**src/rtl/sysarr_os_mm.sv**
```systemverilog
// Output-stationary NxN systolic multiplier C = A*B with internal operand skew and row-serial drain.
// Row 0 is presented 2N cycles after the N-th operand beat; in_ready drops after N beats; the drain ignores backpressure.
module sysarr_os_mm #(
    parameter int N      = 3,
    parameter int DW     = 8,
    parameter int SIGNED = 0
) (
    input  logic                          clk,
    input  logic                          rst_n,
    input  logic                          clr,
    input  logic                          in_valid,
    output logic                          in_ready,
    input  logic [N*DW-1:0]               a_col,
    input  logic [N*DW-1:0]               b_row,
    output logic                          out_valid,
    output logic [N*(2*DW+$clog2(N))-1:0] c_row,
    output logic                          busy
);

    localparam int ACCW = 2*DW + $clog2(N);
    localparam int CW   = $clog2(2*N);
    localparam int RW   = $clog2(N);
    localparam int SKN  = N*(N-1)/2;

    typedef enum logic [1:0] {IDLE, LOAD, FLUSH, DRAIN} state_t;

    state_t            state_q, state_d;
    logic [CW-1:0]     cnt_q, cnt_d;
    logic [N*ACCW-1:0] c_row_q, c_row_d;
    logic [RW-1:0]     row_sel;
    logic              load_row, drain_done, dp_clr, accept;
    logic [N*DW-1:0]   a_inj, b_inj;

    // Triangular skew storage: row/column i owns i stages starting at sk_base(i).
    logic [DW-1:0]   ask_q [SKN];
    logic            askv_q[SKN];
    logic [DW-1:0]   bsk_q [SKN];
    logic            bskv_q[SKN];
    logic [DW-1:0]   ah_q  [N][N-1];
    logic            ahv_q [N][N-1];
    logic [DW-1:0]   bv_q  [N-1][N];
    logic            bvv_q [N-1][N];
    logic [ACCW-1:0] acc_q [N][N];
    logic [DW-1:0]   pa    [N][N];
    logic            pav   [N][N];
    logic [DW-1:0]   pb    [N][N];
    logic            pbv   [N][N];

    function automatic int sk_base(input int i);
        return i*(i-1)/2;
    endfunction

    function automatic logic [ACCW-1:0] mul_ext(input logic [DW-1:0] x, input logic [DW-1:0] y);
        logic [2*DW-1:0] xe, ye, p;
        xe = {{DW{(SIGNED != 0) && x[DW-1]}}, x};
        ye = {{DW{(SIGNED != 0) && y[DW-1]}}, y};
        p  = xe * ye;
        return {{(ACCW-2*DW){(SIGNED != 0) && p[2*DW-1]}}, p};
    endfunction

    assign in_ready  = (state_q == IDLE) || (state_q == LOAD);
    assign busy      = (state_q != IDLE);
    assign out_valid = (state_q == DRAIN);
    assign c_row     = c_row_q;
    assign accept    = in_valid && in_ready && !clr;
    assign a_inj     = accept ? a_col : '0;
    assign b_inj     = accept ? b_row : '0;
    assign dp_clr    = clr || drain_done;

    always_comb begin
        pa[0][0]  = a_inj[DW-1:0];
        pav[0][0] = accept;
        pb[0][0]  = b_inj[DW-1:0];
        pbv[0][0] = accept;
        for (int i = 1; i < N; i++) begin
            pa[i][0]  = ask_q[sk_base(i)+i-1];
            pav[i][0] = askv_q[sk_base(i)+i-1];
            pb[0][i]  = bsk_q[sk_base(i)+i-1];
            pbv[0][i] = bskv_q[sk_base(i)+i-1];
        end
        for (int i = 0; i < N; i++) begin
            for (int j = 1; j < N; j++) begin
                pa[i][j]  = ah_q[i][j-1];
                pav[i][j] = ahv_q[i][j-1];
                pb[j][i]  = bv_q[j-1][i];
                pbv[j][i] = bvv_q[j-1][i];
            end
        end
    end

    always_ff @(posedge clk or negedge rst_n) begin
        if (!rst_n) begin
            for (int s = 0; s < SKN; s++) begin
                ask_q[s] <= '0; askv_q[s] <= 1'b0; bsk_q[s] <= '0; bskv_q[s] <= 1'b0;
            end
            for (int i = 0; i < N; i++) begin
                for (int j = 0; j < N; j++) acc_q[i][j] <= '0;
                for (int j = 0; j < N-1; j++) begin
                    ah_q[i][j] <= '0; ahv_q[i][j] <= 1'b0; bv_q[j][i] <= '0; bvv_q[j][i] <= 1'b0;
                end
            end
        end else if (dp_clr) begin
            for (int s = 0; s < SKN; s++) begin
                ask_q[s] <= '0; askv_q[s] <= 1'b0; bsk_q[s] <= '0; bskv_q[s] <= 1'b0;
            end
            for (int i = 0; i < N; i++) begin
                for (int j = 0; j < N; j++) acc_q[i][j] <= '0;
                for (int j = 0; j < N-1; j++) begin
                    ah_q[i][j] <= '0; ahv_q[i][j] <= 1'b0; bv_q[j][i] <= '0; bvv_q[j][i] <= 1'b0;
                end
            end
        end else begin
            for (int i = 1; i < N; i++) begin
                ask_q[sk_base(i)]  <= a_inj[i*DW +: DW];
                askv_q[sk_base(i)] <= accept;
                bsk_q[sk_base(i)]  <= b_inj[i*DW +: DW];
                bskv_q[sk_base(i)] <= accept;
                for (int d = 1; d < i; d++) begin
                    ask_q[sk_base(i)+d]  <= ask_q[sk_base(i)+d-1];
                    askv_q[sk_base(i)+d] <= askv_q[sk_base(i)+d-1];
                    bsk_q[sk_base(i)+d]  <= bsk_q[sk_base(i)+d-1];
                    bskv_q[sk_base(i)+d] <= bskv_q[sk_base(i)+d-1];
                end
            end
            for (int i = 0; i < N; i++) begin
                for (int j = 0; j < N-1; j++) begin
                    ah_q[i][j]  <= pa[i][j];
                    ahv_q[i][j] <= pav[i][j];
                    bv_q[j][i]  <= pb[j][i];
                    bvv_q[j][i] <= pbv[j][i];
                end
                for (int j = 0; j < N; j++) begin
                    if (pav[i][j] && pbv[i][j])
                        acc_q[i][j] <= acc_q[i][j] + mul_ext(pa[i][j], pb[i][j]);
                end
            end
        end
    end

    always_ff @(posedge clk or negedge rst_n) begin
        if (!rst_n) begin
            state_q <= IDLE;
            cnt_q   <= '0;
            c_row_q <= '0;
        end else begin
            state_q <= state_d;
            cnt_q   <= cnt_d;
            c_row_q <= c_row_d;
        end
    end

    always_comb begin
        state_d    = state_q;
        cnt_d      = cnt_q;
        c_row_d    = c_row_q;
        load_row   = 1'b0;
        drain_done = 1'b0;
        row_sel    = '0;
        case (state_q)
            IDLE: begin
                if (accept) begin
                    state_d = LOAD;
                    cnt_d   = CW'(1);
                end
            end
            LOAD: begin
                if (accept) begin
                    if (cnt_q == CW'(N-1)) begin
                        state_d = FLUSH;
                        cnt_d   = '0;
                    end else begin
                        cnt_d = cnt_q + CW'(1);
                    end
                end
            end
            FLUSH: begin
                // Last flush cycle: every accumulator is final, so stage row 0 now.
                if (cnt_q == CW'(2*N-2)) begin
                    state_d  = DRAIN;
                    cnt_d    = '0;
                    load_row = 1'b1;
                end else begin
                    cnt_d = cnt_q + CW'(1);
                end
            end
            default: begin
                if (cnt_q == CW'(N-1)) begin
                    state_d    = IDLE;
                    cnt_d      = '0;
                    drain_done = 1'b1;
                end else begin
                    cnt_d    = cnt_q + CW'(1);
                    load_row = 1'b1;
                    row_sel  = RW'(cnt_q) + RW'(1);
                end
            end
        endcase
        if (load_row) begin
            for (int j = 0; j < N; j++) c_row_d[j*ACCW +: ACCW] = acc_q[row_sel][j];
        end
        if (clr) begin
            state_d = IDLE;
            cnt_d   = '0;
            c_row_d = '0;
        end
    end

endmodule

```
**config.mk**
```make
export PLATFORM = sky130hd
export DESIGN_NAME = sysarr_os_mm
export DESIGN_NICKNAME = d
export VERILOG_FILES = /design/src/rtl/sysarr_os_mm.sv
export SDC_FILE = /design/constraint.sdc
export NUM_CORES = 2
export LEC_CHECK = 0
export CORE_MARGIN = 4
export CORE_UTILIZATION = 30
export DETAILED_ROUTE_END_ITERATION = 8
export SYNTH_ARGS = -nofsm -noshare
export SYNTH_HDL_FRONTEND = slang
export SYNTH_SLANG_ARGS = --single-unit
export TNS_END_PERCENT = 1
```
**constraint.sdc**
```tcl
create_clock -name clk -period 5.7 [get_ports clk]
set_input_delay 0.57 -clock clk [delete_from_list [all_inputs] [get_ports clk]]
set_output_delay 0.57 -clock clk [all_outputs]
set_load 0.01 [all_outputs]
```
==> results by group <==
CTS
  – Clk Latency, worst-skew pair: 610 ps
  – CTS Buffer Depth: 3
  – CTS tree: done
  – TritonCTS Buffers: 46
  – CTS clk-pin slew, worst paths: 60 ps
  – Clock sink total: between 300 and 400
  – Root buffer cell: clkbuf_16
  – Htree depth: 2

Die
  – Die ar.: approximately 130000 µm²
  – CORE AREA: ~120000 µm²
  – Row count: roughly 130
  – DIE HEIGHT: roughly 360 µm
  – Starting Density: 30.31%
  – Die width: between 300 and 400 µm
  – IO Pins: roughly 110

Detailed routing
  – Drt pass-1 iters: 7
  – Via-to-Cell Ratio: about 4.8
  – WL final: between 100000 and 150000 µm
  – Via Count: between 20000 and 30000
  – Starting DRT DRC Count: ~1700
  – Avg WL per Cell: about 17 µm
  – ANT nets after route: 0
  – DRC viols: 0

Power
  – P_sw: roughly 0.0026 W
  – Net Sw Frac: ~33%
  – Lkg Pwr: ~21 nW
  – Clock power frac: approximately two fifths
  – P_int: 0.005182 W
  – Register share of total power: around two fifths
  – Combinational power share: approximately a fifth
  – Worst IR Drop VDD: approximately 0.22 mV
  – Pwr/cell area: 184.1 nW/µm²

Global routing
  – GRT Total Usage: between 10% and 20%
  – Largest net degree at the start of global routing: 143
  – M2 GR Usage: 26.70%
  – Vias in the first global route: slightly below 30000
  – Initial antenna violation count: 1
  – First-pass GRT wire length: around 170000 µm
  – Top Usage Layer GRT: met2
  – Met1 usage: 21.41%
  – Met3 GRT Util: around 2.5%
  – GRT overflow: 0

Run status
  – Status: complete, no violations

Layout
  – Layout cells sized above 1: 3.527%
  – Synthesis-to-layout area growth: 11.79%
  – Antenna cell count: 0
  – NumNets Final: approximately 5000
  – Most common cell after layout, fill and taps aside: inv_1
  – Commonest cells after routing, fill and taps aside: inv_1 (739), nand2_1 (551), fa_1 (450), and2_1 (376), ha_1 (368)

Logic synthesis
  – Cells after Synth: about 4100
  – Yosys reg bits: ~370
  – Async set or reset register ratio after synthesis: 100.0%
  – Syn avg cell area: slightly above 9 µm²
  – Mapped Area: around 38000 µm²
  – Post-synth net total: between 4000 and 5000
  – Warnings from Yosys: 0
  – EDFF count, synth: 0
  – Register area share after synthesis: 24.51%
  – Yosys cell types: 79
  – Main synth FF type: dfrtp_1

Worst setup path
  – Reg-to-Reg End: acc_q[161]$_DFFE_PN0P_
  – Most frequent CP cell: inv_1
  – Startpoint types: register
  – WS Path Type: reg2reg
  – Worst EP required: 6200 ps
  – R2r setup slk: between 300 and 400 ps
  – Crit end category: register
  – Reg-to-reg startpoint: state_q[0]$_DFFE_PN0P_
  – End point of the critical path: acc_q[161]$_DFFE_PN0P_
  – Worst stage delay on the critical path: between 500 and 600 ps
  – Critical Path AT: around 5800 ps
  – Critical-path top delay cell: fa_1
  – Critical path peak fanout: 25
  – Crit-path cells: inv_1, ha_1, nor2_1, inv_1, nand2_1, nor2_4, buf_6, nand3_1, fa_1, fa_1, inv_1, fa_1, inv_1, fa_1, inv_1, ha_1, o21ai_0, a21oi_2, o41ai_2, a21bo_2, o211ai_1, mux2i_1, mux2i_1
  – Setup crit start: state_q[0]$_DFFE_PN0P_
  – Reg2Reg Depth: 23

Min path
  – Worst Min Path Start: bsk_q[15]$_DFF_PN0_
  – HP Class: reg2reg

STA
  – Slew @ Worst Pin: between 1000 and 1500 ps
  – Max-slew violations: 0
  – F_max: ~190 MHz
  – Final hold violations: 0
  – Final setup vio count: 0
  – Relative slew slack: 20.87%
  – Post-route clock skew: just under 40 ps
  – Min Tclk post-route: 5313 ps
  – Setup repair after global routing missed its margin: no
  – Hold_ws: ~450 ps
  – Fin crit share: around 93%
  – Setup TNS: 0 ps

Place
  – Number of port buffers: between 100 and 150
  – RePlAce Congestion: around 0.89
  – DP Wirelength: between 70000 and 80000 µm

Flow run
  – Max Cap Violations: 0
## state kept, by name, indices dropped and copies added (netlist names)
name and cells:
cnt_q 3, bv_q 48, c_row 54, ah_q 48, state_q 2, ask_q 24, acc_q 162, ahv_q 4
bsk_q 24
## cells by family after synthesis
kind of cell	Yosys count	share of synthesized area, %
DFF	369	24.51
adders and majority gates	818	36.14
muxes	98	2.614
AOI/OAI and AO/OA	552	8.888
xor gates and xnor gates	80	1.860
buffers and inverters	894	9.014
and+or+nand+nor	1314	16.97
## worst max-delay path, delay by kind of cell (launching register included)
family,cells,cell delay (ps)
flops,1,390
mux,2,440
simple gates,4,470
fa+ha+maj,6,2490
buf+inv,6,520
compound gates,5,880
## cells in the mapped netlist, types with 9 or more instances
| master | count | area [µm²] |
|---|---|---|
| inv_1 | 739 | 2774 |
| nand2_1 | 552 | 2072 |
| fa_1 | 450 | 9009 |
| and2_1 | 377 | 2359 |
| dfrtp_1 | 369 | 9234 |
| ha_1 | 368 | 4604 |
| a21oi_1 | 210 | 1051 |
| nor2_1 | 174 | 653.1 |
| o21ai_0 | 137 | 685.7 |
| clkbuf_1 | 117 | 439.2 |
| mux2i_1 | 95 | 950.9 |
| xnor2_1 | 52 | 455.4 |
| nand3_1 | 51 | 255.2 |
| and3_1 | 43 | 269.0 |
| a21o_1 | 38 | 285.3 |
| a211oi_1 | 36 | 270.3 |
| xor2_1 | 28 | 245.2 |
| buf_2 | 26 | 130.1 |
| o21bai_1 | 23 | 172.7 |
| nor3_1 | 21 | 105.1 |
| nand2b_1 | 19 | 118.9 |
| o21a_1 | 18 | 135.1 |
| or3_1 | 15 | 93.84 |
| o31ai_1 | 12 | 90.09 |
| buf_1 | 10 | 37.54 |
| nor2b_1 | 9 | 56.30 |
## metrics by stage
stage	cells	utilization (%)	worst slack (ps)	area (µm²)	total power [W]
after floorplan	4125	-	269.4	37670	0.004052
after CTS	5833	33.86	210.6	42090	0.007855
after global placement	5750	32.62	97.32	40540	0.004714
final	5833	33.88	386.9	42110	0.007752
after global routing	5833	33.88	4.948	42110	0.008210
after detailed placement	5750	32.62	11.65	40540	0.004744
## cell type report
class,count,area (µm²)
Clock buffer,63,1265
Clock inverter,19,266.5
Fill cell,12940,82170
Inverter,739,2774
Multi-Input combinational cell,2862,25100
Sequential cell,369,9238
Tap cell,1637,2048
Timing Repair Buffer,144,1416
## power groups by stage
stage | sequential [W] | combinational (W) | clock, W
2_1_floorplan | 0.00288 | 0.00117 | 0
3_3_place_gp | 0.00308 | 0.00164 | 0
3_5_place_dp | 0.00308 | 0.00166 | 0
4_1_cts | 0.00303 | 0.00167 | 0.00315
5_1_grt | 0.00306 | 0.00190 | 0.00325
6_report | 0.00303 | 0.00166 | 0.00306
## worst min path at each step
| stage | cells after the start | endpoint | slack [ps] |
|---|---|---|---|
| floorplan | 0 | acc_q[0]$_DFFE_PN0P_ | 270 |
| finish | 1 | bsk_q[7]$_DFF_PN0_ | 450 |
| CTS | 1 | bsk_q[7]$_DFF_PN0_ | 450 |
| global placement | 1 | ask_q[6]$_DFF_PN0_ | 440 |
| global route | 1 | bsk_q[7]$_DFF_PN0_ | 460 |
| detailed placement | 1 | bsk_q[3]$_DFF_PN0_ | 440 |
## timing repair
item                                    4_1_cts  5_1_grt
endpoints found under the hold margin        46        0
hold buffers                                  1        0
gates resized for setup                       0        9
endpoints found under the setup margin        0        1
setup buffers                                 0        0
## metal layers
metal  routed length, µm  share of wire (%)  vias up
met4                1908                1.9        0
met2               48470                 48      586
li1                    -                  -    13040
met5                   0                  0        -
met1               45970                 45    14210
met3                5202                5.1      115
No activity file was read; power rests on OpenSTA's default activity.
